===== src/rtl/pipeline_controller_pkg.sv =====
// Shared types for the hazard / flush / freeze controller.
// Holds the memory-wait FSM encoding and the EXE command set.
package pipeline_controller_pkg;

    localparam int REG_W = 4;
    localparam int CNT_W = 16;
    localparam logic [CNT_W-1:0] CNT_MAX = 16'hFFFF;

    typedef enum logic {
        RUN      = 1'b0,
        MEM_WAIT = 1'b1
    } state_t;

    typedef enum logic [1:0] {
        EXE_RUN    = 2'd0,
        EXE_HAZARD = 2'd1,
        EXE_FLUSH  = 2'd2,
        EXE_FREEZE = 2'd3
    } exe_cmd_t;

    function automatic logic reads_reg(
        input logic [REG_W-1:0] s1,
        input logic [REG_W-1:0] s2,
        input logic             w1,
        input logic             w2,
        input logic [REG_W-1:0] dest
    );
        return (w1 && (s1 == dest)) || (w2 && (s2 == dest));
    endfunction

endpackage


===== src/rtl/pipeline_controller_sat_counter16.sv =====
// 16-bit event counter that sticks at all-ones instead of wrapping.
module sat_counter16
    import pipeline_controller_pkg::*;
(
    input  logic             clk,
    input  logic             rst,
    input  logic             i_en,
    output logic [CNT_W-1:0] o_count
);

    logic [CNT_W-1:0] r_count;

    always_ff @(posedge clk or posedge rst) begin
        if (rst) begin
            r_count <= '0;
        end else if (i_en && (r_count != CNT_MAX)) begin
            r_count <= r_count + 16'd1;
        end
    end

    assign o_count = r_count;

endmodule


===== src/rtl/pipeline_controller.sv =====
// Pipeline hazard/flush/freeze controller with memory-wait timeout
// and saturating stall/flush event counters.
module pipeline_controller
    import pipeline_controller_pkg::*;
#(
    parameter int FORWARD_EN = 0,
    parameter int WAIT_LIMIT = 16
) (
    input  logic             clk,
    input  logic             rst,
    input  logic [REG_W-1:0] src1,
    input  logic [REG_W-1:0] src2,
    input  logic             with_src1,
    input  logic             with_src2,
    input  logic [REG_W-1:0] exe_dest,
    input  logic             exe_wb_en,
    input  logic             exe_mem_r_en,
    input  logic [REG_W-1:0] mem_dest,
    input  logic             mem_wb_en,
    input  logic             mem_req,
    input  logic             mem_ready,
    input  logic             branch_taken,
    output logic             hazard,
    output logic             flush,
    output logic             freeze,
    output logic             mem_timeout,
    output logic [CNT_W-1:0] stall_cnt,
    output logic [CNT_W-1:0] flush_cnt
);

    localparam logic [CNT_W-1:0] LIMIT = CNT_W'(WAIT_LIMIT);
    localparam logic FWD = (FORWARD_EN != 0);

    state_t           r_state;
    logic [CNT_W-1:0] r_wcnt;
    logic             r_timeout;

    logic     w_exe_match;
    logic     w_mem_match;
    logic     w_exe_gate;
    logic     w_raw_hz;
    logic     w_wait_max;
    logic     w_freeze;
    exe_cmd_t w_cmd;

    assign w_exe_match = reads_reg(src1, src2, with_src1, with_src2, exe_dest);
    assign w_mem_match = reads_reg(src1, src2, with_src1, with_src2, mem_dest);

    // With forwarding only a load in EXE cannot be bypassed.
    assign w_exe_gate = FWD ? exe_mem_r_en : exe_wb_en;
    assign w_raw_hz   = (w_exe_gate & w_exe_match)
                      | (~FWD & mem_wb_en & w_mem_match);

    assign w_wait_max = (r_state == MEM_WAIT) && (r_wcnt == LIMIT);
    assign w_freeze   = mem_req & ~mem_ready & ~w_wait_max;

    always_comb begin
        w_cmd = EXE_RUN;
        unique case (1'b1)
            w_freeze:                             w_cmd = EXE_FREEZE;
            ~w_freeze & branch_taken:             w_cmd = EXE_FLUSH;
            ~w_freeze & ~branch_taken & w_raw_hz: w_cmd = EXE_HAZARD;
            default:                              w_cmd = EXE_RUN;
        endcase
    end

    assign hazard = (w_cmd == EXE_HAZARD);
    assign flush  = (w_cmd == EXE_FLUSH);
    assign freeze = (w_cmd == EXE_FREEZE);

    always_ff @(posedge clk or posedge rst) begin
        if (rst) begin
            r_state   <= RUN;
            r_wcnt    <= '0;
            r_timeout <= 1'b0;
        end else begin
            unique case (r_state)
                RUN: begin
                    if (mem_req && !mem_ready) begin
                        r_state <= MEM_WAIT;
                        r_wcnt  <= 16'd1;
                    end
                end
                MEM_WAIT: begin
                    if (mem_ready) begin
                        r_state <= RUN;
                        r_wcnt  <= '0;
                    end else if (r_wcnt == LIMIT) begin
                        r_state   <= RUN;
                        r_wcnt    <= '0;
                        r_timeout <= 1'b1;
                    end else begin
                        r_wcnt <= r_wcnt + 16'd1;
                    end
                end
            endcase
        end
    end

    assign mem_timeout = r_timeout;

    sat_counter16 u_stall_cnt (
        .clk     (clk),
        .rst     (rst),
        .i_en    (hazard),
        .o_count (stall_cnt)
    );

    sat_counter16 u_flush_cnt (
        .clk     (clk),
        .rst     (rst),
        .i_en    (flush),
        .o_count (flush_cnt)
    );

endmodule


===== config.mk =====
export PLATFORM = sky130hd
export DESIGN_NAME = pipeline_controller
export DESIGN_NICKNAME = d
export VERILOG_FILES = /design/src/rtl/pipeline_controller_pkg.sv /design/src/rtl/pipeline_controller_sat_counter16.sv /design/src/rtl/pipeline_controller.sv
export SDC_FILE = /design/constraint.sdc
export NUM_CORES = 1
export LEC_CHECK = 0
export ABC_AREA = 0
export CORE_MARGIN = 2
export CORE_UTILIZATION = 54
export DETAILED_ROUTE_END_ITERATION = 8
export PLACE_DENSITY = 0.82
export REMOVE_ABC_BUFFERS = 1
export SLEW_MARGIN = 10
export SYNTH_ARGS = -nofsm -noshare
export SYNTH_HDL_FRONTEND = slang
export SYNTH_SLANG_ARGS = --single-unit

===== constraint.sdc =====
create_clock -name clk -period 7.4 [get_ports clk]
set_input_delay 2.22 -clock clk [delete_from_list [all_inputs] [get_ports clk]]
set_output_delay 2.22 -clock clk [all_outputs]
set_load 0.02 [all_outputs]

# Yosys cells after proc, flatten, opt, wreduce, memory -nomap -nowiden
# Index checks and enable logic that the tools add are counted.
op_classes:
  bitwise_logic: 13
  reduce_logical: 12
  n_mux: 9
  addsub: 3
  n_eq_ne: 11
ops:
  columns: ["operator", "count"]
  rows:
  - ["$add A16 B1 Y16 const B", 3]
  - ["$mux W16", 3]
  - ["$ne A16 B16 Y1 const B", 2]
  - ["$pmux W16 S2", 1]
  - ["$eq A16 B5 Y1 const B", 1]
  - ["$eq A4 B4 Y1", 4]
  - ["$logic_and A1 B1 Y1", 8]
  - ["$and A1 B1 Y1", 7]
  - ["$pmux W2 S3", 1]
  - ["$not A1 Y1", 5]
  - ["$eq A2 B2 Y1 const B", 2]
  - ["$mux W1", 3]
  - ["$reduce_and A3 Y1", 1]
  - ["$eq A2 B1 Y1 const B", 1]
  - ["$logic_or A1 B1 Y1", 2]
  - ["$ne A2 B2 Y1 const B", 1]
  - ["$pmux W1 S2", 1]
  - ["$logic_not A1 Y1", 1]
  - ["$or A1 B1 Y1", 1]
totals:
  output_inout_bits: 36
  input_bits: 26
  register_bits: 50
  word_cells: 53

# Logic depth before layout (Yosys ltp)
# Gate-level depths: netlist of the first run.
logic_depth:
  ltp_word: 10
  depth_mapped: 9
  depth_no_buf: 8

# Cells and area by module
# From an unflattened synthesis of the first run, not the netlist that was laid out.
hier_totals:
  cells_unflattened: 283
  hier_area_um2: 2840.2
modules_own_cells:
  columns: ["mod", "seq_area_each_um2", "instances", "cells_per_inst", "area_each_um2"]
  rows:
  - ["sat_counter16", 400.4, 2, 71, 805.8]
  - ["pipeline_controller", 450.4, 1, 141, 1228.7]

# Worst setup path before layout of the first run
# No wires, ideal clock.
synth_path:
  path_type: "input to output"
  startpoint: "input src2[0]"
  endpoint: "output hazard"
  n_path_buf: 1
  slack_ns: 1.801
  cell_stages: 6
  t_arrival_ns: 3.379
  path_cell_list: "xor2_1 -> nor3_1 -> nand4_1 -> nand4_1 -> clkbuf_1 -> and2_1"
synth_via:
  elab_chain_len: 8
synth_lines:
  columns: ["item", "line", "rtl"]
  rows:
  - ["from (decl)", "pipeline_controller.sv:12", "input logic [REG_W-1:0] src2,"]
  - ["$eq A4 B4 Y1", "pipeline_controller_pkg.sv:28", "return (w1 && (s1 == dest)) || (w2 && (s2 == dest));"]
  - ["$logic_and A1 B1 Y1", "pipeline_controller_pkg.sv:28", null]
  - ["$logic_or A1 B1 Y1", "pipeline_controller_pkg.sv:28", null]
  - ["$and A1 B1 Y1 (on tied branches)", "pipeline_controller.sv:51, pipeline_controller.sv:52", null]
  - ["$or A1 B1 Y1 (*)", "pipeline_controller.sv:52", "| (~FWD & mem_wb_en & w_mem_match);"]
  - ["$and A1 B1 Y1 (*)", "pipeline_controller.sv:62", "~w_freeze & ~branch_taken & w_raw_hz: w_cmd = EXE_HAZARD;"]
  - ["$pmux W2 S3 (*)", "pipeline_controller.sv:59", "unique case (1'b1)"]
  - ["$eq A2 B1 Y1 (*)", "pipeline_controller.sv:67", "assign hazard = (w_cmd == EXE_HAZARD);"]
  - ["to (decl)", "pipeline_controller.sv:23", "output logic hazard,"]
# Mark *: on every way between the ends. The rest lies on a longest branch, timed or not.

# Worst setup path in the final report of the first run
# Same ends and word-level chain as after synthesis.

==> impl_metrics.ini, run 1 <==
[run_status]
status = finished, final reports clean

[pwr]
power_mw = 0.673
p_leak_nw = 1.46
power_density_mw_per_mm2 = 191
irDropWorstVdd_mv = 0.158

[timing]
finalClockSkew_ns = 0.0117
fin_tns_setup_ns = 0
setup_viol = 0
slew_violations = 0
hold_viol = 0
relSlewSlack_pct = 31.5
fmax_mhz = 154
setup_ws_ns = 0.923
fin_crit_ns = 6.48
finalCritPeriodShare_pct = 87.5
worst_slew_pin_slew_ns = 1.03
rsz0062_at_grt = false

[drt]
wl_um = 6120
dr.pass1.iters = 4
drt_iter0_drc = 168
drt.antenna.violating_nets = 0
drc = 0
via_per_inst = 5.65
vias = 2309
routedWlPerCell_um = 15.0

[place]
post_dp_cell_area_mm2 = 0.00343
io_buffers = 60
pre_cts_slack_ns = 0.942
finalWeightedCongestion = 0.856
dpl.hpwl_um = 4470

[cts]
post_cts_resized = 0
clockRootBuffer = clkbuf_8
cts_setup_buffers = 0
cts.htree.levels = 2
cts_max_path_buffers = 2
postCtsHoldBufs = 0
cts_buffers = 5
cts_sinks = 50
clk_pin_slew_ns = 0.09
worstSkewPairLatency_ns = 0.31
cts_tree = done

[grt]
grt_start_max_net_pins = 51
grt-ovfl-total = 0
grt_pass1_wl_um = 9940
grt_pass1_vias = 2211
grt.total_usage_pct = 22.7
antenna_found_initial = 0

[worst_setup_path]
crit_slowest_cell = clkdlybuf4s50_1
crit_required_ns = 5.18
slowest_delay_ns = 0.62
crit_arrival_ns = 4.26
cp_cell_sequence = clkdlybuf4s50_1 -> xor2_1 -> nor3_1 -> nand4_1 -> nand4_1 -> buf_4 -> and2_1 -> clkdlybuf4s50_1
startpoint_type = input port
crit_type = in2out
worstSetupEndpointType = output port
crit_path_max_fanout = 16
worst-path-buf-inv = 3
critPathTopFamily = buffers and inverters

[synthesis]
syn_area_per_cell_um2 = 10.0
yosysWarningCount = 0
syn_area_mm2 = 0.00276
synth-seq-cells = 50
synth_edf_count = 0
ys_seq_area_share_pct = 45.3
yosysUniqueCellTypes = 36
synth_async_sr_flop_share_pct = 100
syn_inst = 276
synth_ff_type = dfrtp_1

[floorplan]
die_w_um = 75.5
dieArea_mm2 = 0.00570
rows = 26
initial_utilization_pct = 55.1
core_area_mm2 = 0.00501
die-height_um = 75.5
io_pins = 62

[cells_and_area]
layout.nets = 368
fillers = 389
final_common_cell = clkdlybuf4s50_1
area_growth_pct = 27.5
diodes = 0
final_cell_mix = 60 x clkdlybuf4s50_1, 50 x dfrtp_1, 29 x xnor2_1
fin_area_mm2 = 0.00352
drive_gt1_share_pct = 5.60

[hold_path]
hp-class = reg2reg

[flow_run]
cap_viol_max_count = 0
[routing by layer]
layer  part of all wire (%)  GRT usage, %  vias to the layer above
met2                     50          38.6                       58
li1                       -             -                     1105
met3                    3.9          5.69                        9
met5                      0             0                        -
met1                     45          29.4                     1137
met4                    1.4          5.46                        0
[state kept, by name, indices dropped and copies added, names as in the netlist]
signal / count
u_flush_cnt.o_count: 16
r_wcnt: 16
u_stall_cnt.o_count: 16
r_state: 1
mem_timeout: 1
[final timing paths]
path,from,slack (ns),cells past startpoint,end
min in group asynchronous,rst,2.47,2,u_stall_cnt.o_count[12]
max in group asynchronous,rst,4.30,2,r_wcnt[14]
min,u_stall_cnt.o_count[15],0.50,1,u_stall_cnt.o_count[15]
max reg2reg,r_wcnt[0],5.20,7,u_stall_cnt.o_count[1]
max,src2[0],0.92,8,hazard
min reg2reg,u_stall_cnt.o_count[15],0.50,1,u_stall_cnt.o_count[15]
[where the power goes]
group	internal (mW)	leakage (nW)	switching, mW
sequential	0.299	0.675	0.0347
combinational	0.0864	0.741	0.0848
clock	0.0753	0.0472	0.0924
total	0.461	1.46	0.212
[area by class of cell]
class	count	area [um2]	share of cell area, %
repair buffers	62	616	17.5
multi-input cells	210	1440	40.9
clock inverters	2	12.5	0.355
flip-flops and latches	50	1250	35.5
inverters	9	33.8	0.959
well taps	70	87.6	2.49
clock buffers	6	82.6	2.34
[Yosys cell counts, types with 2 or more instances]
master	instances	area (um2)
a21oi_1	2	10.0
nand4_1	27	169
and4_1	3	26.3
nor2b_1	2	12.5
and3_1	13	81.3
xor2_1	21	184
inv_1	9	33.8
mux2_1	2	22.5
o21ai_0	18	90.1
xnor2_1	29	254
nor4_4	2	42.5
nor2_1	18	67.6
nor3b_1	2	15.0
o31ai_1	2	15.0
nand2_1	20	75.1
nor3_1	11	55.1
and2_1	2	12.5
clkbuf_1	3	11.3
a31oi_1	2	12.5
dfrtp_1	50	1250
nand3_1	18	90.1
ha_1	4	50.1
buf_2	3	15.0
[worst register-to-register path, stage by stage (launching register included)]
cell and delay, ns:
dfrtp_1 0.41, inv_1 0.11, ha_1 0.17, and4bb_1 0.25
nand4_4 0.17, a21oi_4 0.42, nand3_1 0.21, mux2_1 0.35
[metrics by stage]
| step | instances | util, % | hold slack, ns |
|---|---|---|---|
| 2_1_floorplan | 269 | - | 0.479 |
| 4_1_cts | 409 | 70.3 | 0.502 |
| 3_3_place_gp | 401 | 68.4 | 0.477 |
| 5_1_grt | 409 | 70.3 | 0.522 |
| 6_report | 409 | 70.3 | 0.499 |
| 3_5_place_dp | 401 | 68.4 | 0.483 |
[cells by family (layout without fill, tap and decap cells)]
family,count (synthesis),in the layout,share of synthesized area [%]
buffers and inverters,16,79,2.58
and+or+nand+nor,125,125,26.9
xor gates and xnor gates,50,50,15.9
DFF,50,50,45.3
AOI/OAI and AO/OA,29,29,6.70
muxes,2,2,0.815
adders and majority gates,4,4,1.81
Note: power is estimated with default switching activity, not from simulation.
==> inputs of run 2 (changes only) <==
--- a/config.mk
+++ b/config.mk
@@ -6,10 +6,10 @@
 export NUM_CORES = 1
 export LEC_CHECK = 0
 export ABC_AREA = 0
-export CORE_MARGIN = 2
-export CORE_UTILIZATION = 54
+export CORE_MARGIN = 4
+export CORE_UTILIZATION = 45
 export DETAILED_ROUTE_END_ITERATION = 8
-export PLACE_DENSITY = 0.82
+export PLACE_DENSITY = 0.7
 export REMOVE_ABC_BUFFERS = 1
 export SLEW_MARGIN = 10
 export SYNTH_ARGS = -nofsm -noshare
==> run 2 against run 1 <==
Critical path depth did not move. Global-route usage fell by 5.4 points. Clock power fell by 4%. Core utilization fell by 11 points. Flip-flop and latch count did not move. Die area rose by 31%. Largest power group unchanged.
==> impl_metrics.ini, run 2 (synthesis results as in run 1) <==
[grt]
grt_pass1_wl_um = 10600
grt-ovfl-total = 0
grt_start_max_net_pins = 51
antenna_found_initial = 0
grt_pass1_vias = 2290
grt.total_usage_pct = 17.3

[timing]
slew_violations = 0
fmax_mhz = 155
rsz0062_at_grt = false
fin_tns_setup_ns = 0
finalClockSkew_ns = 0.00601
finalCritPeriodShare_pct = 87.1
setup_viol = 0
hold_viol = 0
fin_crit_ns = 6.45
relSlewSlack_pct = 32.3
worst_slew_pin_slew_ns = 1.01

[drt]
routedWlPerCell_um = 14.7
vias = 2236
wl_um = 6070
drt_iter0_drc = 119
via_per_inst = 5.40
drc = 0
dr.pass1.iters = 4
drt.antenna.violating_nets = 0

[cts]
post_cts_resized = 0
worstSkewPairLatency_ns = 0.30
postCtsHoldBufs = 0
cts_max_path_buffers = 2
clockRootBuffer = clkbuf_8
clk_pin_slew_ns = 0.09
cts_setup_buffers = 0
cts.htree.levels = 2
cts_tree = done
cts_buffers = 5
cts_sinks = 50

[hold_path]
min_path_cells = 2
hp-class = reg2reg

[cells_and_area]
multi_input_area_mm2 = 0.00144
fin_area_mm2 = 0.00353
seq_area_mm2 = 0.00125
drive_gt1_share_pct = 5.31
layout.nets = 368
fillers = 543
diodes = 0
area_growth_pct = 27.6
instances_no_fill = 414
final_cell_mix = 60 x clkdlybuf4s50_1, 50 x dfrtp_1, 29 x xnor2_1
final_common_cell = clkdlybuf4s50_1
final_core_util_pct = 59.2

[flow_run]
cap_viol_max_count = 0

[worst_setup_path]
reg2regPathDepth = 7
crit_required_ns = 5.18
worstSetupEndpointType = output port
crit_path_max_fanout = 16
r2r_start = r_wcnt[0]
startpoint_type = input port
crit_arrival_ns = 4.23
crit_type = in2out
cp-endpoint = hazard
regToRegEndpoint = u_stall_cnt.o_count[1]
r2r_slack_ns = 5.19
crit_path_start = src2[0]

[place]
io_buffers = 60
dpl.hpwl_um = 4440
post_dp_cell_area_mm2 = 0.00343
placed_cells = 406
finalWeightedCongestion = 0.774

[floorplan]
die_w_um = 86.4
io_pins = 62
die-height_um = 86.4
rows = 28
core_area_mm2 = 0.00596
dieArea_mm2 = 0.00746
initial_utilization_pct = 46.4

[pwr]
power_density_mw_per_mm2 = 189
power_mw = 0.667
p_leak_nw = 1.46
irDropWorstVdd_mv = 0.151

[run_status]
status = finished, final reports clean
-- run 2: cell types whose count changed in the layout (fill, tap and decap cells not counted), sizes merged --
cell / before / now
clkinvlp: 1 / 0
clkbuf: 6 / 7
-- run 2: per-layer routing --
layer  global-route usage, %  wire [um]
met5                       0          0
met4                    4.96         70
met3                    3.71        187
met2                    29.6       3060
met1                    22.1       2750
-- run 2: where the power goes --
part	leakage [nW]	switching (mW)	internal [mW]
logic	0.741	0.0851	0.0868
clock network	0.0482	0.0863	0.0756
registers	0.675	0.0342	0.299
-- run 2: worst max-delay path, cell delays in order --
cell and delay, ns:
clkdlybuf4s50_1 0.45, xor2_1 0.18, nor3_1 0.19, nand4_1 0.11, nand4_1 0.10, buf_4 0.21
and2_1 0.16, clkdlybuf4s50_1 0.60
-- run 2: worst min path at each step --
stage                      startpoint     endpoint  slack [ns]
after detailed placement  mem_timeout  mem_timeout        0.46
after global placement    mem_timeout  mem_timeout        0.45
final                     mem_timeout  mem_timeout        0.47
after CTS                 mem_timeout  mem_timeout        0.48
after global routing      mem_timeout  mem_timeout        0.50
after floorplan             r_wcnt[4]    r_wcnt[4]        0.48
-- run 2: area by class of cell --
type	count	share of cell area (%)
sequential	50	35.5
clock inverter	1	0.142
multi-input combinational	210	40.8
inverter	9	0.958
tap	75	2.66
timing repair buffer	62	17.5
clock buffer	7	2.45
-- run 2: metrics by stage --
stage / setup slack, ns / hold slack [ns]
after floorplan: 1.91 / 0.479
after global placement: 0.954 / 0.451
after detailed placement: 0.936 / 0.462
after CTS: 0.936 / 0.478
after global routing: 0.811 / 0.498
final: 0.954 / 0.472
